### config.mk
export PLATFORM = sky130hd
export DESIGN_NAME = vga_rect_renderer
export DESIGN_NICKNAME = d
export VERILOG_FILES = /design/src/rtl/vga_rect_renderer.sv
export SDC_FILE = /design/constraint.sdc
export NUM_CORES = 2
export LEC_CHECK = 0
export CAP_MARGIN = 10
export CORE_UTILIZATION = 45
export CTS_BUF_LIST = sky130_fd_sc_hd__clkbuf_8
export CTS_CLUSTER_SIZE = 40
export DETAILED_ROUTE_END_ITERATION = 10
export PLACE_DENSITY = 0.63
export SKIP_CTS_REPAIR_TIMING = 1
export SLEW_MARGIN = 15
export SYNTH_ARGS = -nofsm -noshare
export SYNTH_HDL_FRONTEND = slang
export SYNTH_SLANG_ARGS = --single-unit
### constraint.sdc
create_clock -name clk -period 25.2 [get_ports clk]
set_input_delay 7.56 -clock clk [delete_from_list [all_inputs] [get_ports clk]]
set_output_delay 7.56 -clock clk [all_outputs]
set_load 0.02 [all_outputs]
### src/rtl/vga_rect_renderer.sv
// vga_rect_renderer: N-channel rectangle renderer with per-frame shadow geometry, fixed priority and overlap detection
module vga_rect_renderer #(
    parameter int N_RECT = 9,
    parameter int CW = 10,
    parameter int H_MAX = 640,
    parameter int V_MAX = 480,
    parameter logic [2:0] BG_COLOR = 3'b000
) (
    input  logic                   clk,
    input  logic                   reset,
    input  logic                   frame_start,
    input  logic [N_RECT*CW-1:0]   rect_cx,
    input  logic [N_RECT*CW-1:0]   rect_cy,
    input  logic [N_RECT*CW-1:0]   rect_hw,
    input  logic [N_RECT*CW-1:0]   rect_hh,
    input  logic [N_RECT-1:0]      rect_en,
    input  logic [3*N_RECT-1:0]    rect_color,
    input  logic [CW-1:0]          counter_x,
    input  logic [CW-1:0]          counter_y,
    input  logic                   in_display,
    output logic                   vga_r,
    output logic                   vga_g,
    output logic                   vga_b,
    output logic                   collision,
    output logic [N_RECT-1:0]      collision_mask
);
    localparam logic [CW:0] XLIM = (CW+1)'(H_MAX - 1);
    localparam logic [CW:0] YLIM = (CW+1)'(V_MAX - 1);
    logic [CW:0] lx [N_RECT];
    logic [CW:0] rx [N_RECT];
    logic [CW:0] ty [N_RECT];
    logic [CW:0] by [N_RECT];
    logic [CW-1:0] l_n [N_RECT];
    logic [CW-1:0] r_n [N_RECT];
    logic [CW-1:0] t_n [N_RECT];
    logic [CW-1:0] b_n [N_RECT];
    logic [2:0] col_n [N_RECT];
    logic [N_RECT-1:0] en_n;
    logic [CW-1:0] l_s [N_RECT];
    logic [CW-1:0] r_s [N_RECT];
    logic [CW-1:0] t_s [N_RECT];
    logic [CW-1:0] b_s [N_RECT];
    logic [2:0] col_s [N_RECT];
    logic [N_RECT-1:0] en_s;
    logic [CW-1:0] x1;
    logic [CW-1:0] y1;
    logic d1;
    logic [N_RECT-1:0] hit;
    logic [N_RECT-1:0] ovl;
    logic [N_RECT-1:0] acc;
    logic [2:0] pix;

    genvar g;
    generate
        for (g = 0; g < N_RECT; g++) begin : g_ch
            assign lx[g] = {1'b0, rect_cx[g*CW +: CW]} - {1'b0, rect_hw[g*CW +: CW]};
            assign rx[g] = {1'b0, rect_cx[g*CW +: CW]} + {1'b0, rect_hw[g*CW +: CW]};
            assign ty[g] = {1'b0, rect_cy[g*CW +: CW]} - {1'b0, rect_hh[g*CW +: CW]};
            assign by[g] = {1'b0, rect_cy[g*CW +: CW]} + {1'b0, rect_hh[g*CW +: CW]};
            assign l_n[g] = lx[g][CW] ? '0 : lx[g][CW-1:0];
            assign r_n[g] = rx[g] > XLIM ? XLIM[CW-1:0] : rx[g][CW-1:0];
            assign t_n[g] = ty[g][CW] ? '0 : ty[g][CW-1:0];
            assign b_n[g] = by[g] > YLIM ? YLIM[CW-1:0] : by[g][CW-1:0];
            assign en_n[g] = rect_en[g] & (lx[g] <= XLIM | lx[g][CW]) & (ty[g] <= YLIM | ty[g][CW]);
            assign col_n[g] = rect_color[g*3 +: 3];
            assign hit[g] = en_s[g] & d1 & (x1 >= l_s[g]) & (x1 <= r_s[g]) & (y1 >= t_s[g]) & (y1 <= b_s[g]);
        end
    endgenerate

    assign ovl = {hit[N_RECT-1:1] & {(N_RECT-1){hit[0]}}, 1'b0};

    // latch clamped edges, enable and colour once per frame
    always_ff @(posedge clk)
        if (reset) begin
            en_s <= '0;
        end else if (frame_start) begin
            en_s <= en_n;
            l_s <= l_n;
            r_s <= r_n;
            t_s <= t_n;
            b_s <= b_n;
            col_s <= col_n;
        end

    // lowest-index hit wins; background otherwise
    always_comb begin
        pix = BG_COLOR;
        for (int i = N_RECT - 1; i >= 0; i--) pix = hit[i] ? col_s[i] : pix;
    end

    // two-stage pixel pipeline: sampled coordinates, then registered colour
    always_ff @(posedge clk)
        if (reset) begin
            x1 <= '0;
            y1 <= '0;
            d1 <= 1'b0;
            {vga_r, vga_g, vga_b} <= 3'b000;
        end else begin
            x1 <= counter_x;
            y1 <= counter_y;
            d1 <= in_display;
            {vga_r, vga_g, vga_b} <= pix;
        end

    // accumulate overlaps with channel 0 and publish them at each frame boundary
    always_ff @(posedge clk)
        if (reset) begin
            acc <= '0;
            collision_mask <= '0;
            collision <= 1'b0;
        end else if (frame_start) begin
            collision_mask <= acc | ovl;
            collision <= |(acc | ovl);
            acc <= '0;
        end else begin
            acc <= acc | ovl;
        end
endmodule
==> qor.csv <==
metric,value,unit
run_status,completed,
ir_drop,0.0000345,V
pin_count,433,
finalSetupViolCount,0,
synth_edf_count,387,
firstDrtPassIters,7,
highest_layer,met5,
place.port_buffers,431,
antenna_found_initial,10,
tightest_slew,1.12,ns
route.detailed.drc,0,
cts_tree,built,
synth_area,38600,µm²
ys_seq_elements,437,
min_from,acc[1],
fmax,91.1,MHz
area_growth,19.0,%
drive_gt1_share,4.31,%
drt-met1-wl,47.2,mm
fin_tns_setup,0,ns
async_flop_share,0,%
die_area,86900,µm²
cap_violations,0,
critPathArrivalTime,11.58,ns
grt_pass1_vias,30100,
numCtsBuffers,83,
path_max_fanout,112,
grt_use_total,23.6,%
finalMaxSlewViolations,0,
fillerInstances,7742,
postSynthCellCount,4165,
post-route-period-util,43.5,%
crit_required,25.81,ns
overflow,0,
numClockSinks,437,
initialDrtViolationCount,1489,
maxSlewHeadroom,24.2,%
cp-start-kind,input port,
cts_root_buffer,clkbuf_8,
yosys_warnings,0,
layout_common_cells,"720 x ha_1, 704 x inv_1, 430 x clkdlybuf4s50_1",
htree_levels,3,
min_period,10.97,ns
avgSynthCellArea,9.26,µm²
fin_nets,5842,
vias,30800,
p_per_area,49.3,nW/µm²
synth_ff_type,edfxtp_1,
critPathKind,input port to flip-flop,
gp_congestion,0.905,
wirelength,103,mm
dr_wl_met3,4.54,mm
antenna_left,0,
crit_path_end_kind,flip-flop,
worst-r2r-cell-count,10,
r2r-start,y1[2],
clk_pin_slew_worst_paths,0.07,ns
skew,0.0374,ns
r2r-end,collision_mask[6],
initial_core_util,45.8,%
seq_area_frac_synth,32.7,%
synthDistinctLibCells,88,
hold_ws,0.481,ns
wl_per_cell,17.6,µm
grt_max_degree,113,
hold-path-cell-count,2,
chipWidth,295,µm
chipHeight,295,µm
hold-path-endpoint,acc[1],
hpwl,81.4,mm
rsz0062_at_grt,false,
routed-wl-met2,49.2,mm
grt_first_pass_wirelength,161,mm
final_common_cell,ha_1,
hold_path_class,flip-flop to flip-flop,
clkLatencyLatePin,0.67,ns
rows,106,
cts_buffer_depth,3,
vias_per_cell,5.24,
core,84200,µm²
total_leakage_power,20.9,nW
rrSetupSlack,21.23,ns
hold_viol_final,0,
==> cell type report <==
cell class | count | area [µm²] | area share [%]
Timing Repair Buffer | 462 | 4540 | 9.89
Multi-Input combinational cell | 2998 | 23200 | 50.5
Clock inverter | 60 | 343 | 0.747
Inverter | 684 | 2570 | 5.61
Tap cell | 1134 | 1420 | 3.09
Sequential cell | 437 | 12600 | 27.5
Antenna cell | 5 | 12.5 | 0.0273
Clock buffer | 88 | 1210 | 2.64
==> Yosys cell counts, drive strengths merged (11+ instances only) <==
| cell | instances | area, µm² |
|---|---|---|
| ha | 720 | 9010 |
| inv | 683 | 2560 |
| edfxtp | 387 | 11600 |
| nor2 | 302 | 1150 |
| a21oi | 274 | 1380 |
| nand2 | 220 | 826 |
| o21ai | 203 | 1020 |
| xnor2 | 145 | 1270 |
| nor2b | 138 | 863 |
| nor3 | 122 | 616 |
| nand2b | 105 | 657 |
| xor2 | 64 | 561 |
| a21o | 61 | 458 |
| dfxtp | 50 | 1000 |
| a211oi | 47 | 368 |
| o21bai | 47 | 353 |
| a31oi | 43 | 288 |
| nand4 | 41 | 257 |
| clkbuf | 39 | 148 |
| fa | 36 | 721 |
| o21a | 36 | 270 |
| and3 | 33 | 206 |
| or3 | 30 | 193 |
| nand3 | 22 | 110 |
| o211ai | 20 | 150 |
| and2 | 18 | 113 |
| nor3b | 17 | 133 |
| a21boi | 16 | 120 |
| buf | 16 | 88.8 |
| o41a | 15 | 178 |
| a2111oi | 14 | 123 |
| a311oi | 13 | 164 |
| o22ai | 13 | 81.3 |
| o31ai | 13 | 97.6 |
| a221oi | 12 | 111 |
| and4 | 11 | 96.3 |
==> cells by family (layout without fill, tap and decap cells) <==
family                   after synthesis  after routing  synth area share (%)
other                                  1             15               0.00972
multiplexers                           4              4                 0.107
flip-flops                           437            437                  32.7
AO/OA/AOI/OAI                        920            920                  15.6
AND/OR/NAND/NOR                     1099           1099                  14.3
buffers and inverters                739           1294                  7.27
adder cells (fa/ha/maj)              756            756                  25.2
XOR/XNOR                             209            209                  4.75
==> worst max-delay path: stages <==
cell,delay (ns)
clkdlybuf4s50_1,0.75
nand2b_1,0.28
inv_8,0.63
buf_4,0.82
buf_4,0.88
nand2_1,0.12
a31oi_1,0.18
a32o_1,0.17
==> sequential cells by signal (all words and copies together) (netlist names), 8 cells and up <==
signal	flops
b_s	90
y1	10
en_s	9
collision_mask	8
r_s	90
l_s	90
t_s	90
col_s	27
x1	10
acc	8
==> how the worst max path moves through the flow <==
stage | startpoint | to | slack [ns] | depth (start not counted)
floorplan | reset | en_s[2] | 4.44 | 5
global placement | frame_start | en_s[6] | 13.64 | 8
detailed placement | frame_start | en_s[8] | 13.54 | 8
CTS | frame_start | en_s[8] | 14.25 | 8
global route | frame_start | en_s[6] | 13.97 | 8
finish | frame_start | en_s[6] | 14.23 | 8
==> routing by layer <==
metal  global-route usage, %  up-vias
li1                        -    15600
met1                    31.3    14400
met5                       0        -
met4                    6.24        4
met2                    40.6      665
met3                    2.77      135
==> metrics by stage <==
step                util, %  std cells  instance area [µm²]  total power [mW]  setup slack, ns
floorplan                 -       4174                38600              1.38             4.44
global placement       52.6       5715                44300              1.60            13.64
detailed placement     52.6       5715                44300              1.61            13.54
CTS                    54.5       5863                45900              2.28            14.25
global route           54.5       5868                45900              2.41            13.97
finish                 54.5       5868                45900              2.26            14.23
==> where the power goes <==
group,leakage [nW],switching [mW],internal (mW)
Combinational,16.0,0.397,0.310
Clock,0.871,0.315,0.353
Sequential,4.03,0.0188,0.871
(Power assumes the default switching activity.)
